===== src/rtl/ram_fifo_ctrl.sv =====
// ram_fifo_ctrl: FIFO control in front of a single-port RAM.
// One RAM access per cycle, push wins over pop when both are requested.
module ram_fifo_ctrl #(
    parameter int DATA_W = 4,
    parameter int ADDR_W = 4
) (
    input  logic              clk,
    input  logic              rst_n,
    input  logic              push,
    input  logic [DATA_W-1:0] push_data,
    output logic              push_ready,
    input  logic              pop,
    output logic              pop_ready,
    output logic [DATA_W-1:0] pop_data,
    output logic              pop_valid,
    output logic              full,
    output logic              empty,
    output logic [ADDR_W:0]   count,
    output logic              ram_cs,
    output logic              ram_we,
    output logic [ADDR_W-1:0] ram_addr,
    output logic [DATA_W-1:0] ram_wdata,
    input  logic [DATA_W-1:0] ram_rdata
);

    typedef enum logic [1:0] {
        IDLE  = 2'd0,
        WRITE = 2'd1,
        READ  = 2'd2
    } state_t;

    localparam logic [ADDR_W-1:0] PTR_ONE  = {{(ADDR_W-1){1'b0}}, 1'b1};
    localparam logic [ADDR_W:0]   CNT_ONE  = {{ADDR_W{1'b0}}, 1'b1};
    localparam logic [ADDR_W:0]   CNT_FULL = {1'b1, {ADDR_W{1'b0}}};

    state_t              r_state;
    state_t              w_state_nxt;
    logic [ADDR_W-1:0]   r_wr_ptr;
    logic [ADDR_W-1:0]   r_rd_ptr;
    logic [ADDR_W:0]     r_count;
    logic [ADDR_W-1:0]   r_addr;
    logic [DATA_W-1:0]   r_wdata;
    logic [DATA_W-1:0]   r_pop_data;
    logic                r_pop_valid;
    logic                w_full;
    logic                w_empty;
    logic                w_push_acc;
    logic                w_pop_acc;

    assign w_full     = (r_count == CNT_FULL);
    assign w_empty    = (r_count == '0);
    assign w_push_acc = push && !w_full;
    assign w_pop_acc  = pop && !w_empty && !w_push_acc;

    assign push_ready = !w_full;
    assign pop_ready  = !w_empty && !w_push_acc;
    assign full       = w_full;
    assign empty      = w_empty;
    assign count      = r_count;
    assign ram_cs     = (r_state != IDLE);
    assign ram_we     = (r_state == WRITE);
    assign ram_addr   = r_addr;
    assign ram_wdata  = r_wdata;
    assign pop_data   = r_pop_data;
    assign pop_valid  = r_pop_valid;

    // Access state register; reset drops ram_cs without waiting for a clock.
    always_ff @(posedge clk or negedge rst_n) begin
        if (!rst_n) begin
            r_state <= IDLE;
        end else begin
            r_state <= w_state_nxt;
        end
    end

    // Next access: push has priority, otherwise pop, otherwise idle.
    always_comb begin
        w_state_nxt = IDLE;
        if (w_push_acc) begin
            w_state_nxt = WRITE;
        end else if (w_pop_acc) begin
            w_state_nxt = READ;
        end
    end

    // Register RAM address/write data at acceptance so they are stable all cycle.
    always_ff @(posedge clk or negedge rst_n) begin
        if (!rst_n) begin
            r_addr  <= '0;
            r_wdata <= '0;
        end else if (w_push_acc) begin
            r_addr  <= r_wr_ptr;
            r_wdata <= push_data;
        end else if (w_pop_acc) begin
            r_addr  <= r_rd_ptr;
        end
    end

    // Pointers advance at acceptance and wrap naturally at the RAM depth.
    always_ff @(posedge clk or negedge rst_n) begin
        if (!rst_n) begin
            r_wr_ptr <= '0;
            r_rd_ptr <= '0;
        end else begin
            if (w_push_acc) begin
                r_wr_ptr <= r_wr_ptr + PTR_ONE;
            end
            if (w_pop_acc) begin
                r_rd_ptr <= r_rd_ptr + PTR_ONE;
            end
        end
    end

    // Occupancy; accepts are mutually exclusive so at most one step per edge.
    always_ff @(posedge clk or negedge rst_n) begin
        if (!rst_n) begin
            r_count <= '0;
        end else if (w_push_acc) begin
            r_count <= r_count + CNT_ONE;
        end else if (w_pop_acc) begin
            r_count <= r_count - CNT_ONE;
        end
    end

    // Capture read data at the end of a READ cycle and strobe it for one cycle.
    always_ff @(posedge clk or negedge rst_n) begin
        if (!rst_n) begin
            r_pop_data  <= '0;
            r_pop_valid <= 1'b0;
        end else begin
            r_pop_valid <= (r_state == READ);
            if (r_state == READ) begin
                r_pop_data <= ram_rdata;
            end
        end
    end

endmodule


===== config.mk =====
export PLATFORM = sky130hd
export DESIGN_NAME = ram_fifo_ctrl
export DESIGN_NICKNAME = d
export VERILOG_FILES = /design/src/rtl/ram_fifo_ctrl.sv
export SDC_FILE = /design/constraint.sdc
export NUM_CORES = 1
export LEC_CHECK = 0
export CAP_MARGIN = 30
export CORE_AREA = 2 2 55 57
export DETAILED_ROUTE_END_ITERATION = 16
export DIE_AREA = 0 0 57 59
export PLACE_DENSITY = 0.8
export SYNTH_ARGS = -nofsm -noshare
export SYNTH_HDL_FRONTEND = slang
export SYNTH_SLANG_ARGS = --single-unit

===== constraint.sdc =====
create_clock -name clk -period 8.1 [get_ports clk]
set_input_delay 1.62 -clock clk [delete_from_list [all_inputs] [get_ports clk]]
set_output_delay 1.62 -clock clk [all_outputs]
set_load 0.02 [all_outputs]

==> impl_metrics.tcl, run 1 <==
set metrics [dict create \
    setup_tns_ns 0 \
    layout_common_cells "35 x clkdlybuf4s50_1, 28 x dfrtp_1, 21 x nand2_1, 6 x xnor2_1" \
    cts_buffers 3 \
    htree_levels 1 \
    drive_gt1_share_pct 16.2 \
    postCtsHoldBufs 0 \
    synth-simple-area-share_pct 11.4 \
    clock_path_buffers 2 \
    io_pins 36 \
    drtIter0Drc 22 \
    cts_sinks 28 \
    core-area_um2 2710 \
    synth.avg_cell_area_um2 12.1 \
    synth_top_family_by_area "simple AND/OR/NAND/NOR gates" \
    ys_ff_latch 28 \
    grt_pass1_vias 918 \
    period_needed_ns 4.66 \
    cp.required_ns 6.48 \
    fin_worst_skew_ns 0.00179 \
    top_usage_layer "met2" \
    r2r_setup_slack_ns 4.89 \
    portBuffers 35 \
    cts_tree "built" \
    wl_per_cell_um 13.8 \
    synth-xor-area-share_pct 5.86 \
    fp.dieArea_um2 3360 \
    power_switching_uw 251 \
    syn_area_um2 1350 \
    intPower_uw 401 \
    synthMuxAreaShare_pct 10.5 \
    dp_worst_setup_slack_ns 3.45 \
    start_kind "primary input" \
    whs_ns 0.488 \
    wirelength_um 2470 \
    die_width_um 57 \
    ys_seq_area_share_pct 52.1 \
    hold_violations 0 \
    clock_latency_ns 0.33 \
    grt_start_max_net_pins 29 \
    use_met2_pct 27.4 \
    grt_overflow 0 \
    cts_root_buf "clkbuf_4" \
    p_leak_uw 0.000791 \
    min_from "r_wr_ptr[3]$_DFFE_PN0P_" \
    worst_r2r_endpoint "count[4]$_DFFE_PN0P_" \
    max-slew-margin-rel_pct 53.0 \
    outcome "finished, final reports clean" \
    r2r_start "count[1]$_DFFE_PN0P_" \
    reg2reg_depth 7 \
    max-vdd-ir-drop_v 0.000256 \
    synth.net_count 129 \
    crit_arrival_ns 3.04 \
    whs_endpoint "r_wr_ptr[3]$_DFFE_PN0P_" \
    syn_to_final_growth_pct 30.2 \
    holdPathStages 1 \
    power.density_nw_per_um2 372 \
    cts_setup_buffers 0 \
    grt_pass1_wl_um 4270 \
    viasPerCell 5.20 \
    clkTransAtPathRegs_ns 0.14 \
    grt_util_met3_pct 4.37 \
    hold_path.class "flip-flop to flip-flop" \
    comb_power_share_pct 49.8 \
    fp.dieH_um 59 \
    seqPwrFrac_pct 39.9 \
    num_rows 19 \
    post_cts_resize_count 0 \
    finalWorstSetupSlack_ns 3.44 \
    fmax_ghz 0.215 \
    critPathMaxFanout 5 \
    globalRouteMet1Util_pct 21.8 \
    antenna_cells 0 \
    setup_viol 0 \
    drcViolationCount 0 \
    route.vias.total 931 \
    rsz0062_at_grt "no" \
    slew_viol_final 0 \
    clkPwrFrac_pct 10.3 \
    nets 167 \
    synthAdderAreaFrac_pct 6.14 \
    firstDrtPassIters 4 \
    synth_cell_type_count 32 \
    grt_usage_pct 16.7 \
    synth_compound_area_share_pct 10.7 \
    gp_congestion 0.825 \
    cp-end-kind "primary output" \
    hpwl_um 1860 \
    ant_nets 0 \
    netlist_instances 111 \
    antenna_found_initial 0 \
    setup.worst_path.class "primary input to primary output" \
    final_common_cell "clkdlybuf4s50_1" \
    cap_violations 0 \
    post-route-period-util_pct 57.5 \
    start_util_pct 49.6 \
    yosys_warnings 0 \
    tightest_slew_ns 0.687 \
    p_sw_share_pct 38.6 \
]
## metal layers
layer  routed length, um  share of wire, %
met1                1080                44
met2                1260                51
met3                  99               4.0
met4                  36               1.5
met5                   0                 0
## worst max-delay path by stage
stage	from	to	slack (ns)
2_1_floorplan	push	pop_ready	4.46
3_3_place_gp	push	pop_ready	3.48
3_5_place_dp	push	pop_ready	3.45
4_1_cts	push	pop_ready	3.45
5_1_grt	push	pop_ready	3.42
6_report	push	pop_ready	3.44
## power groups by stage
| stage | logic [uW] | clock network [uW] | registers [uW] |
|---|---|---|---|
| 2_1_floorplan | 167 | 0 | 296 |
| 3_3_place_gp | 316 | 0 | 260 |
| 3_5_place_dp | 326 | 0 | 262 |
| 4_1_cts | 329 | 70.1 | 260 |
| 5_1_grt | 353 | 76.0 | 270 |
| 6_report | 325 | 67.1 | 260 |
## state kept, by name, indices dropped and copies added (netlist names)
register,flops
r_wr_ptr,4
ram_wdata,4
pop_data,4
r_rd_ptr,4
pop_valid,1
r_state,2
count,5
ram_addr,4
## stage by stage
step	power (uW)	area, um2	cells	utilization (%)
floorplan	463	1350	111	-
global placement	576	1720	175	63.3
detailed placement	589	1720	175	63.3
CTS	659	1750	179	64.6
global route	699	1750	179	64.6
finish	652	1750	179	64.6
## critical path, stage by stage
cell             delay [ns]
clkdlybuf4s50_1        0.52
o41a_2                 0.19
nor2_1                 0.09
clkdlybuf4s50_1        0.61
## cell type report
type,instances,area (um2)
Clock buffer,4,36.3
Fill cell,232,958
Inverter,4,17.5
Multi-Input combinational cell,76,601
Sequential cell,28,701
Tap cell,31,38.8
Timing Repair Buffer,36,358
## logic make-up after synthesis
| family | count (synthesis) |
|---|---|
| AOI/OAI and AO/OA | 16 |
| muxes | 12 |
| xor gates and xnor gates | 9 |
| and+or+nand+nor | 33 |
| buffers and inverters | 7 |
| DFF | 28 |
| adders and majority gates | 6 |
## synth_stat cells
| cell | instances | share of area (%) |
|---|---|---|
| mux2_2 | 5 | 4.2 |
| buf_6 | 2 | 1.7 |
| inv_1 | 3 | 0.84 |
| nor4_1 | 1 | 0.47 |
| o21ai_1 | 2 | 0.74 |
| nand2_1 | 21 | 5.9 |
| mux2i_1 | 4 | 3.0 |
| or4_4 | 1 | 0.84 |
| o41a_2 | 1 | 0.93 |
| a21oi_1 | 2 | 0.74 |
| ha_1 | 5 | 4.7 |
| a211oi_1 | 1 | 0.56 |
| o21ai_2 | 1 | 0.65 |
| mux2_4 | 3 | 3.3 |
| nor2b_1 | 2 | 0.93 |
| nand4_1 | 2 | 0.93 |
| a211oi_2 | 1 | 0.93 |
| or2_2 | 1 | 0.47 |
| nand2_4 | 1 | 0.84 |
| a21o_2 | 1 | 0.65 |
| a221oi_1 | 1 | 0.65 |
| xor2_1 | 3 | 2.0 |
| a2111oi_0 | 1 | 0.65 |
| clkbuf_1 | 1 | 0.28 |
| o21ai_4 | 2 | 2.4 |
| inv_4 | 1 | 0.47 |
| a21o_1 | 2 | 1.1 |
| xnor2_1 | 6 | 3.9 |
| a31o_2 | 1 | 0.65 |
| dfrtp_1 | 28 | 52 |
| nor2_1 | 4 | 1.1 |
| fa_1 | 1 | 1.5 |
No activity file was read; power rests on OpenSTA's default activity.
==> inputs of run 2 (changes only) <==
Settings changed: CORE_AREA 2 2 55 57 to 2 2 57 59, DIE_AREA 0 0 57 59 to 0 0 59 61, PLACE_DENSITY 0.8 to 0.76.
Clock period 8.1 ns to 4.56 ns, I/O delays scaled along.
==> run 2 against run 1 <==
Effect of this change: power grew 76%; worst setup slack lost 2.1 ns; clock power grew 42%; count of clock-buffer cells in the layout shrank 1; sequential cell count is the same; first-iteration DRC count shrank 23%; register-to-register slack lost 3.4 ns; final area grew 0.93%; via count grew 2.5%; largest power group unchanged.
==> impl_metrics.tcl, run 2 (same netlist as run 1, synthesis figures left out) <==
set metrics [dict create \
    drive_gt1_share_pct 16.2 \
    clkPwrFrac_pct 8.3 \
    grt_pass1_vias 943 \
    highest_layer "met4" \
    cap_violations 0 \
    finalWorstSetupSlack_ns 1.33 \
    tightest_slew_ns 0.578 \
    fp.dieArea_um2 3600 \
    wl_met2_um 1370 \
    fp.dieH_um 61 \
    gp_congestion 0.858 \
    dpl_cell_area_um2 1750 \
    wirelength_um 2570 \
    hold_path.class "flip-flop to flip-flop" \
    setup_viol 0 \
    wl_per_cell_um 14.2 \
    critPathMaxFanout 5 \
    grt_pass1_wl_um 4240 \
    power_switching_uw 449 \
    start_util_pct 45.6 \
    start_kind "primary input" \
    grt_usage_pct 15.8 \
    post-route-period-util_pct 70.9 \
    htree_levels 1 \
    viasPerCell 5.27 \
    antenna_found_initial 0 \
    postCtsHoldBufs 0 \
    route.vias.total 954 \
    dp_worst_setup_slack_ns 1.21 \
    grt_overflow 0 \
    syn_to_final_growth_pct 31.4 \
    cts_buffers 3 \
    clock_path_buffers 2 \
    n_fill_cell 239 \
    io_pins 36 \
    wl_met1_um 1080 \
    firstDrtPassIters 4 \
    power.density_nw_per_um2 648 \
    comb_power_share_pct 51.2 \
    dp.cells 178 \
    intPower_uw 697 \
    wl_met3_um 72 \
    design_area_um2 1770 \
    clkTransAtPathRegs_ns 0.13 \
    cts_sinks 28 \
    final_cells 181 \
    post_cts_resize_count 0 \
    cts_tree "built" \
    fin_worst_skew_ns 0.00135 \
    num_rows 20 \
    fmax_ghz 0.309 \
    cts_root_buf "clkbuf_4" \
    largest_reg_flops 5 \
    cts_setup_buffers 0 \
    outcome "finished, final reports clean" \
    seqPwrFrac_pct 40.5 \
    slew_viol_final 0 \
    drcViolationCount 0 \
    crit_arrival_ns 2.32 \
    max-vdd-ir-drop_v 0.000358 \
    portBuffers 35 \
    clock_latency_ns 0.31 \
    nets 168 \
    final_common_cell "clkdlybuf4s50_1" \
    rsz0062_at_grt "no" \
    max-slew-margin-rel_pct 60.4 \
    drtIter0Drc 17 \
    p_sw_share_pct 39.2 \
    hpwl_um 2010 \
    grt_start_max_net_pins 22 \
    setup.worst_path.class "primary input to primary output" \
    core-area_um2 2950 \
    period_needed_ns 3.23 \
    layout_common_cells "35 x clkdlybuf4s50_1, 28 x dfrtp_1, 21 x nand2_1, 6 x xnor2_1" \
    p_leak_uw 0.000796 \
    ant_nets 0 \
    setup_tns_ns 0 \
    antenna_cells 0 \
    die_width_um 59 \
    hold_violations 0 \
    whs_ns 0.491 \
    cp.required_ns 3.65 \
    cp-end-kind "primary output" \
]
run 2: changes by cell type in the layout (fill, tap and decap cells not counted), sizes merged:
cell,before,now
buf,1,2
clkbuf,4,3
run 2: critical path, stage by stage:
cell and delay, ns:
clkdlybuf4s50_1 0.52, o41a_2 0.19, nor2_1 0.09, clkdlybuf4s50_1 0.60
run 2: routing by layer:
layer | vias to the layer above | global-route usage, %
li1 | 460 | -
met1 | 469 | 19.5
met2 | 21 | 26.5
met3 | 4 | 2.35
met4 | 0 | 9.09
met5 | - | 0
run 2: cell type report:
class / instances / area (um2) / share of cell area [%]
clock buffers: 3 / 22.5 / 1.27
inverters: 4 / 17.5 / 0.991
multi-input cells: 76 / 601 / 34.0
flip-flops and latches: 28 / 701 / 39.6
well taps: 33 / 41.3 / 2.34
repair buffers: 37 / 385 / 21.8
run 2: through the flow:
stage                     utilization [%]  total power [uW]
after floorplan                         -               823
after global placement               58.2              1040
after detailed placement             59.1              1060
after CTS                            59.9              1160
after global routing                 59.9              1230
final                                59.9              1150
run 2: worst paths after layout:
check | startpoint | endpoint | slack (ns) | cells after the start
worst min register to register | r_wr_ptr[3]$_DFFE_PN0P_ | r_wr_ptr[3]$_DFFE_PN0P_ | 0.49 | 1
worst max register to register | count[0]$_DFFE_PN0P_ | count[4]$_DFFE_PN0P_ | 1.49 | 7
worst min-delay path | r_wr_ptr[3]$_DFFE_PN0P_ | r_wr_ptr[3]$_DFFE_PN0P_ | 0.49 | 1
min in group asynchronous | rst_n | count[3]$_DFFE_PN0P_ | 0.84 | 1
worst max-delay path | push | pop_ready | 1.33 | 4
max in group asynchronous | rst_n | r_rd_ptr[0]$_DFFE_PN0P_ | 3.18 | 3
run 2: power groups by stage:
| stage | sequential (uW) | combinational (uW) | clock (uW) |
|---|---|---|---|
| 5_1_grt | 480 | 640 | 110 |
| 6_report | 464 | 586 | 95.4 |
| 2_1_floorplan | 526 | 297 | 0 |
| 4_1_cts | 464 | 593 | 101 |
| 3_5_place_dp | 469 | 587 | 0 |
| 3_3_place_gp | 464 | 573 | 0 |
